--- config.mk ---
export PLATFORM = sky130hd
export DESIGN_NAME = training_controller
export DESIGN_NICKNAME = d
export VERILOG_FILES = /design/src/rtl/training_controller.sv
export SDC_FILE = /design/constraint.sdc
export NUM_CORES = 1
export LEC_CHECK = 0
export ABC_AREA = 1
export BUFFER_PORTS_ARGS = -buffer_cell sky130_fd_sc_hd__clkbuf_2
export CORE_ASPECT_RATIO = 0.6
export CORE_MARGIN = 2
export CORE_UTILIZATION = 55
export DETAILED_ROUTE_END_ITERATION = 8
export HOLD_SLACK_MARGIN = 0.08
export PLACE_DENSITY = 0.85
export SYNTH_ARGS = -nofsm -noshare
export SYNTH_HDL_FRONTEND = slang
export SYNTH_SLANG_ARGS = --single-unit
--- constraint.sdc ---
create_clock -name iCLK -period 6.9 [get_ports iCLK]
set_input_delay 0.69 -clock iCLK [delete_from_list [all_inputs] [get_ports iCLK]]
set_output_delay 0.69 -clock iCLK [all_outputs]
set_load 0.005 [all_outputs]
--- src/rtl/training_controller.sv ---
// Run controller between a sample source and a streaming network: issues samples
// with an in-flight limit, queues teacher labels in training runs, forwards results in inference.
module training_controller #(
  parameter int unsigned NI    = 8,
  parameter int unsigned NO    = 5,
  parameter int unsigned WF    = 4,
  parameter int unsigned WO    = 7,
  parameter int unsigned NS    = 16,
  parameter int unsigned NE    = 4,
  parameter int unsigned DEPTH = 4
) (
  input  logic                      iCLK,
  input  logic                      iRST,
  input  logic                      iStart,
  input  logic                      iTrain,
  output logic                      oMode,
  output logic                      oBusy,
  output logic                      oDone,
  output logic [$clog2(NE+1)-1:0]   oEpoch,
  input  logic                      iValid_AS_Sample,
  output logic                      oReady_AS_Sample,
  input  logic [NI*WF-1:0]          iData_AS_Sample,
  input  logic [NO*WO-1:0]          iData_AS_Label,
  output logic                      oValid_BM_Input,
  input  logic                      iReady_BM_Input,
  output logic [NI*WF-1:0]          oData_BM_Input,
  output logic                      oValid_BM_Teacher,
  input  logic                      iReady_BM_Teacher,
  output logic [NO*WO-1:0]          oData_BM_Teacher,
  input  logic                      iValid_AM_Output,
  output logic                      oReady_AM_Output,
  input  logic [NO*WO-1:0]          iData_AM_Output,
  output logic                      oValid_BM_Result,
  input  logic                      iReady_BM_Result,
  output logic [NO*WO-1:0]          oData_BM_Result
);

  localparam int unsigned OW = NO * WO;
  localparam int unsigned EW = $clog2(NE + 1);
  localparam int unsigned CW = $clog2(NS + 1);
  localparam int unsigned FW = $clog2(DEPTH + 1);
  localparam int unsigned PW = (DEPTH > 1) ? $clog2(DEPTH) : 1;

  typedef enum logic [1:0] {S_IDLE, S_ISSUE, S_DRAIN, S_DONE} state_t;

  state_t          state_q, state_d;
  logic            mode_q, mode_d;
  logic            busy_q, busy_d;
  logic            done_q, done_d;
  logic [EW-1:0]   epoch_q, epoch_d;
  logic [CW-1:0]   issued_q, issued_d;
  logic [CW-1:0]   returned_q, returned_d;
  logic [FW-1:0]   fcnt_q, fcnt_d;
  logic [PW-1:0]   wr_ptr_q, wr_ptr_d;
  logic [PW-1:0]   rd_ptr_q, rd_ptr_d;
  logic [OW-1:0]   mem_q [DEPTH];

  logic [CW-1:0]   inflight;
  logic            fifo_full;
  logic            issue_en;
  logic            sample_hs;
  logic            push;
  logic            pop;
  logic            out_hs;

  assign inflight  = issued_q - returned_q;
  assign fifo_full = (fcnt_q == FW'(DEPTH));
  assign issue_en  = !iRST && (state_q == S_ISSUE) && (32'(issued_q) < NS)
                     && (32'(inflight) < DEPTH) && (!mode_q || !fifo_full);

  assign oValid_BM_Input  = iValid_AS_Sample & issue_en;
  assign oReady_AS_Sample = iReady_BM_Input & issue_en;
  assign oData_BM_Input   = iData_AS_Sample;

  assign sample_hs = iValid_AS_Sample & iReady_BM_Input & issue_en;
  assign push      = sample_hs & mode_q;

  assign oValid_BM_Teacher = (fcnt_q != '0);
  assign oData_BM_Teacher  = mem_q[rd_ptr_q];
  assign pop               = oValid_BM_Teacher & iReady_BM_Teacher;

  // Training discards network outputs; inference forwards them untouched.
  assign oReady_AM_Output = mode_q | iReady_BM_Result;
  assign oValid_BM_Result = !iRST && !mode_q && iValid_AM_Output;
  assign oData_BM_Result  = iData_AM_Output;
  assign out_hs           = iValid_AM_Output & oReady_AM_Output;

  assign oMode  = mode_q;
  assign oBusy  = busy_q;
  assign oDone  = done_q;
  assign oEpoch = epoch_q;

  always_comb begin
    state_d    = state_q;
    mode_d     = mode_q;
    epoch_d    = epoch_q;
    done_d     = 1'b0;
    issued_d   = issued_q + CW'(sample_hs);
    returned_d = (out_hs && (returned_q != issued_q)) ? returned_q + CW'(1) : returned_q;
    fcnt_d     = fcnt_q + FW'(push) - FW'(pop);
    wr_ptr_d   = wr_ptr_q;
    rd_ptr_d   = rd_ptr_q;
    if (push) wr_ptr_d = (wr_ptr_q == PW'(DEPTH - 1)) ? '0 : wr_ptr_q + PW'(1);
    if (pop)  rd_ptr_d = (rd_ptr_q == PW'(DEPTH - 1)) ? '0 : rd_ptr_q + PW'(1);

    case (state_q)
      S_IDLE: begin
        if (iStart) begin
          mode_d     = iTrain;
          epoch_d    = '0;
          issued_d   = '0;
          returned_d = '0;
          fcnt_d     = '0;
          wr_ptr_d   = '0;
          rd_ptr_d   = '0;
          state_d    = S_ISSUE;
        end
      end
      S_ISSUE: begin
        if (issued_q == CW'(NS)) state_d = S_DRAIN;
      end
      S_DRAIN: begin
        if ((returned_q == CW'(NS)) && (fcnt_q == '0)) begin
          if (mode_q) begin
            epoch_d = epoch_q + EW'(1);
            if ((32'(epoch_q) + 32'd1) < NE) begin
              issued_d   = '0;
              returned_d = '0;
              state_d    = S_ISSUE;
            end else begin
              state_d = S_DONE;
              done_d  = 1'b1;
            end
          end else begin
            state_d = S_DONE;
            done_d  = 1'b1;
          end
        end
      end
      S_DONE:  state_d = S_IDLE;
      default: state_d = S_IDLE;
    endcase

    busy_d = (state_d == S_ISSUE) || (state_d == S_DRAIN);
  end

  always_ff @(posedge iCLK or posedge iRST) begin
    if (iRST) begin
      state_q    <= S_IDLE;
      mode_q     <= 1'b0;
      busy_q     <= 1'b0;
      done_q     <= 1'b0;
      epoch_q    <= '0;
      issued_q   <= '0;
      returned_q <= '0;
      fcnt_q     <= '0;
      wr_ptr_q   <= '0;
      rd_ptr_q   <= '0;
    end else begin
      state_q    <= state_d;
      mode_q     <= mode_d;
      busy_q     <= busy_d;
      done_q     <= done_d;
      epoch_q    <= epoch_d;
      issued_q   <= issued_d;
      returned_q <= returned_d;
      fcnt_q     <= fcnt_d;
      wr_ptr_q   <= wr_ptr_d;
      rd_ptr_q   <= rd_ptr_d;
    end
  end

  // Label storage needs no reset; validity is tracked by fcnt_q.
  always_ff @(posedge iCLK) begin
    if (push) mem_q[wr_ptr_q] <= iData_AS_Label;
  end

endmodule

# Word level (Yosys, flattened, before mapping)
# Memory sizes are Yosys's and may differ from the RTL's.
# Index checks and enable logic that the tools add are counted.
# totals
ff_bits,25
mem_bits_rw,140
in_bits,111
out_inout_bits,113
mem_count,1
# memory_table
memory,words,width,read_ports,rd_clocked_by_memory_dff,write_ports,line,rtl
mem_q,4,35,1,0,1,56,logic [OW-1:0] mem_q [DEPTH];
# classes
n_addsub,9
magnitude_cmp,3
n_eq_ne,14
mux,37
n_bitwise,8
n_reduce_logical,19
# op_table
cell,n
$mux W5,9
$mux W2,13
$pmux W5 S2,2
$mux W3,5
$eq A2 B2 Y1 const B,5
$eq A5 B5 Y1 const B,2
$logic_and A1 B1 Y1,8
$pmux W2 S4,1
$and A1 B1 Y1,7
$mux W1,6
$ne A2 B2 Y1 const B,3
$pmux W3 S2,1
$add A5 B1 Y5,1
$add A5 B1 Y5 const B,1
$lt A5 B3 Y1 const B,1
$lt A5 B5 Y1 const B,1
$ne A5 B5 Y1,1
$sub A5 B5 Y5,1
$add A2 B1 Y2 const B,2
$add A3 B1 Y4 const B,1
$eq A2 B1 Y1 const B,2
$lt A4 B3 Y1 const B,1
$reduce_and A4 Y1,1
$add A3 B1 Y3,1
other kinds (11),14

# Logic depth before layout (Yosys ltp)
# logic_depth
ltp_word,11
mapped_depth,17
ltp_nobuf,17

# Least setup slack after synthesis
# OpenSTA, ideal clock, no wires.
# synth_path
path_kind,input port to flip-flop
from,input port iRST
to,memory mem_q[0][0] (netlist bit) (enable)
setup_ns,0.427
arrival_time_ns,2.785
path_slack_ns,3.688
cell_stages,7
path_buffers,0
cell_sequence,nor2_1 > nand3_2 > nor2_1 > nand2_1 > nor2_4 > nand4_4 > nor2_1
# synth_between
elab_chain_len,9
# synth_lines
element,line,rtl
start: declaration,13,"input logic iRST,"
$logic_not A1 Y1 (no line),-,
$logic_and A1 B1 Y1 (2 in a row),68,assign issue_en = !iRST && (state_q == S_ISSUE) && (32'(issued_q) < NS)
$logic_and A1 B1 Y1 (2 in a row),69,&& (32'(inflight) < DEPTH) && (!mode_q || !fifo_full);
$and A1 B1 Y1,75,assign sample_hs = iValid_AS_Sample & iReady_BM_Input & issue_en;
$and A1 B1 Y1,76,assign push = sample_hs & mode_q;
$mux W1,175,if (push) mem_q[wr_ptr_q] <= iData_AS_Label;
$mux W1 (not written as such),175,
end: declaration,56,
# Every way passes these cells.

# Worst setup path after layout
# layout_path
from,register rd_ptr_q[0]
to,output port oData_BM_Teacher[27]
# layout_between
elab_chain_len,1
# layout_lines
element,line,rtl
start: declaration,55,"logic [PW-1:0] rd_ptr_q, rd_ptr_d;"
start signal: assignment,169,rd_ptr_q <= rd_ptr_d;
$mem_v2 Z4 W35,-,
end: declaration,29,"output logic [NO*WO-1:0] oData_BM_Teacher,"
# Every way passes these cells.

==> flow_metrics.py <==
metrics = {
    "place": {
        "detailed_place.area_mm2": 0.00735,
        "detailedPlacementHpwl_um": 10400,
        "dpl.cell_count": 789,
        "post-place-ws_ps": 3550,
        "port-buffer-count": 89,
        "gp_routability_congestion": 0.837,
    },
    "global_routing": {
        "global_route.overflow_total": 0,
        "grt_pass1_vias": 4447,
        "grtUsageTotal": 0.228,
        "antenna_found_initial": 0,
        "grt_first_pass_wirelength_um": 24100,
        "grt_start_max_net_pins": 74,
    },
    "job": {
        "max_capacitance_violation_count": 0,
    },
    "sta": {
        "post_route_fraction_of_the_period_consumed_by_the_critical_path": 0.553,
        "setup_tns_final_ps": 0,
        "fmaxAchievable_mhz": 262,
        "rsz0062_at_grt": "no",
        "slew_violations": 0,
        "final_period_minus_worst_setup_slack_ps": 3820,
        "worstMarginPinSlew_ps": 1190,
        "fin_ws_ps": 3080,
        "finalHoldViolCount": 0,
        "fin_skew_ps": 8.72,
        "final-setup-viol-count": 0,
        "timing.max_slew.rel_slack": 0.205,
    },
    "final_layout": {
        "multi_input_comb_area_mm2": 0.00169,
        "layoutNonFillerInstCount": 821,
        "fin_nets": 766,
        "postLayoutCellArea_mm2": 0.00792,
        "area.sequential_mm2": 0.00483,
        "fraction_of_final_layout_cells_with_drive_strength_greater_than_1": 0.206,
        "antenna_cells": 0,
        "core_utilization_of_the_finished_layout": 0.616,
        "syn2layout_area_growth_pct": 9.21,
        "layout.filler_cells": 917,
    },
    "yosys": {
        "netlist.top_cell.by_area": "edfxtp_1",
        "postSynthRegisterBits": 165,
        "netlist_instances": 619,
        "synthTopCellsByCount": "edfxtp_1, nor2_1, o21ai_0",
        "synth_top_family_by_area": "buffers and inverters",
        "synthesis.nets": 747,
        "seq_area_frac_synth": 0.666,
        "yosys_most_used_dff": "edfxtp_1",
        "netlist_area_mm2": 0.00725,
        "synthesized_area_divided_by_synthesized_cell_count_um2": 11.7,
        "xor_and_xnor_area_share_after_synthesis": 0.00604,
        "yosys_warning_count": 0,
        "async_reset_ff_frac": 0.152,
        "synth_compound_area_frac": 0.0916,
        "netlist-cell-type-count": 29,
        "post-synth-top-count-cell": "edfxtp_1",
        "yosys-mux-area-fraction": 0,
        "synth_top_cells_by_area": "edfxtp_1, dfrtp_1, buf_4",
        "number_of_enable_flip_flop_cells_after_synthesis": 140,
        "netlist.area_leader.share": 0.580,
        "post_synth_and_or_nand_nor_area_fraction": 0.101,
        "yosys.area_share.adder": 0.0304,
    },
    "route": {
        "ratio_of_routed_vias_to_standard_cells": 5.57,
        "dr_wl_cell_um": 19.3,
        "routed-via-count": 4573,
        "routed_wl_um": 15900,
        "remaining_drc_errors": 0,
        "drt_iter0_drc": 357,
        "drt_pass1_iterations": 6,
        "final_antenna_net_count": 0,
    },
    "floorplan": {
        "chipWidth_um": 152,
        "core_mm2": 0.0129,
        "top_level_ports": 224,
        "initial_utilization": 0.564,
        "die_height_um": 93.0,
        "placement_rows": 32,
        "die_area_mm2": 0.0142,
    },
    "cts": {
        "post-cts-setup-buffers": 0,
        "clkLatencyLatePin_ps": 420,
        "cts.path.max_buffers": 2,
        "max_h_tree_level": 4,
        "clock_sinks": 165,
        "path_clk_slew_ps": 70,
        "cts_tree": "done",
        "clock_tree.root_cell": "clkbuf_16",
        "numCtsBuffers": 17,
        "cts_repair_resize_count": 0,
        "cts_hold_repair.buffers": 0,
    },
    "power_and_ir_drop": {
        "pwr_density_cell_mw_per_mm2": 379,
        "vdd_ir_drop_max_v": 0.000226,
        "leakagePower_uw": 0.00310,
    },
    "min_path": {
        "hp-class": "in -> reg",
        "holdCritStartpoint": "iData_AS_Label[23]",
    },
    "worst_setup_path": {
        "cp.required_ps": 6210,
        "cp_max_fo": 73,
        "worst-endpoint-arrival_ps": 3130,
        "timing.critical_path.to_type": "output port",
        "path_class": "reg -> out",
        "crit_start": "rd_ptr_q[0]",
        "rr_startpoint": "returned_q[1]",
        "start_kind": "register",
    },
    "status": {
        "outcome": "finished, final reports clean",
    },
}
## cell type report
class / instances / area share
tap: 170 / 0.0269
clock buffer: 18 / 0.0542
clock inverter: 14 / 0.0177
multi-input combinational: 320 / 0.214
inverter: 45 / 0.0213
sequential: 165 / 0.610
timing repair buffer: 89 / 0.0562
## per-layer routing
layer / vias up / share of wire / track usage
li1: 2112 / - / -
met1: 2159 / 0.38 / 0.266
met2: 250 / 0.50 / 0.381
met3: 52 / 0.087 / 0.0824
met4: 0 / 0.030 / 0.107
met5: - / 0 / 0
## final timing paths
| check | end | slack (ps) | cells past startpoint |
|---|---|---|---|
| max in group asynchronous | rd_ptr_q[0] | 5740 | 2 |
| worst max register to register | mem_q[3][34] | 4020 | 9 |
| worst min register to register | oEpoch[2] | 570 | 2 |
| worst max-delay path | oData_BM_Teacher[27] | 3080 | 4 |
| worst min-delay path | mem_q[2][23] | 480 | 1 |
| min in group asynchronous | wr_ptr_q[1] | 510 | 2 |
## flip-flops by register name (all words and copies together), names as in the netlist
register and cells:
mem_q 140, issued_q 5, returned_q 5, fcnt_q 3
oEpoch 3, rd_ptr_q 2, state_q 2, wr_ptr_q 2
oBusy 1, oDone 1, oMode 1
## kinds of logic after synthesis
group / Yosys count
AO/OA/AOI/OAI: 123
XOR/XNOR: 5
adder cells (fa/ha/maj): 17
buffers and inverters: 134
flip-flops: 165
AND/OR/NAND/NOR: 175
## worst max-delay path, stage by stage, from the launching register on
cell and delay, ps:
dfrtp_2 1150, inv_2 750, o21ai_0 450, o22ai_1 160, clkbuf_2 150
## power breakdown
part / internal [uW] / leakage, uW / switching [uW]
Sequential: 1130 / 0.00157 / 133
Combinational: 329 / 0.00126 / 506
Clock: 507 / 0.000268 / 399
Total: 1970 / 0.00310 / 1040
## stage by stage
stage	total power [uW]	hold WS, ps
floorplan	1800	521
global placement	2060	515
detailed placement	2110	551
CTS	3010	468
global route	3180	467
finish	3000	482
## placed cells by master, fill, tap and decap left out, drive strengths merged, types with 3 or more instances in the layout
master	instances
a21oi	5
clkbuf	107
clkinvlp	4
dfrtp	25
edfxtp	140
ha	16
inv	52
nand2	49
nand3	7
nand4	3
nor2	112
nor3	3
o21ai	81
o22ai	35
xnor2	3
(Power assumes the default switching activity.)
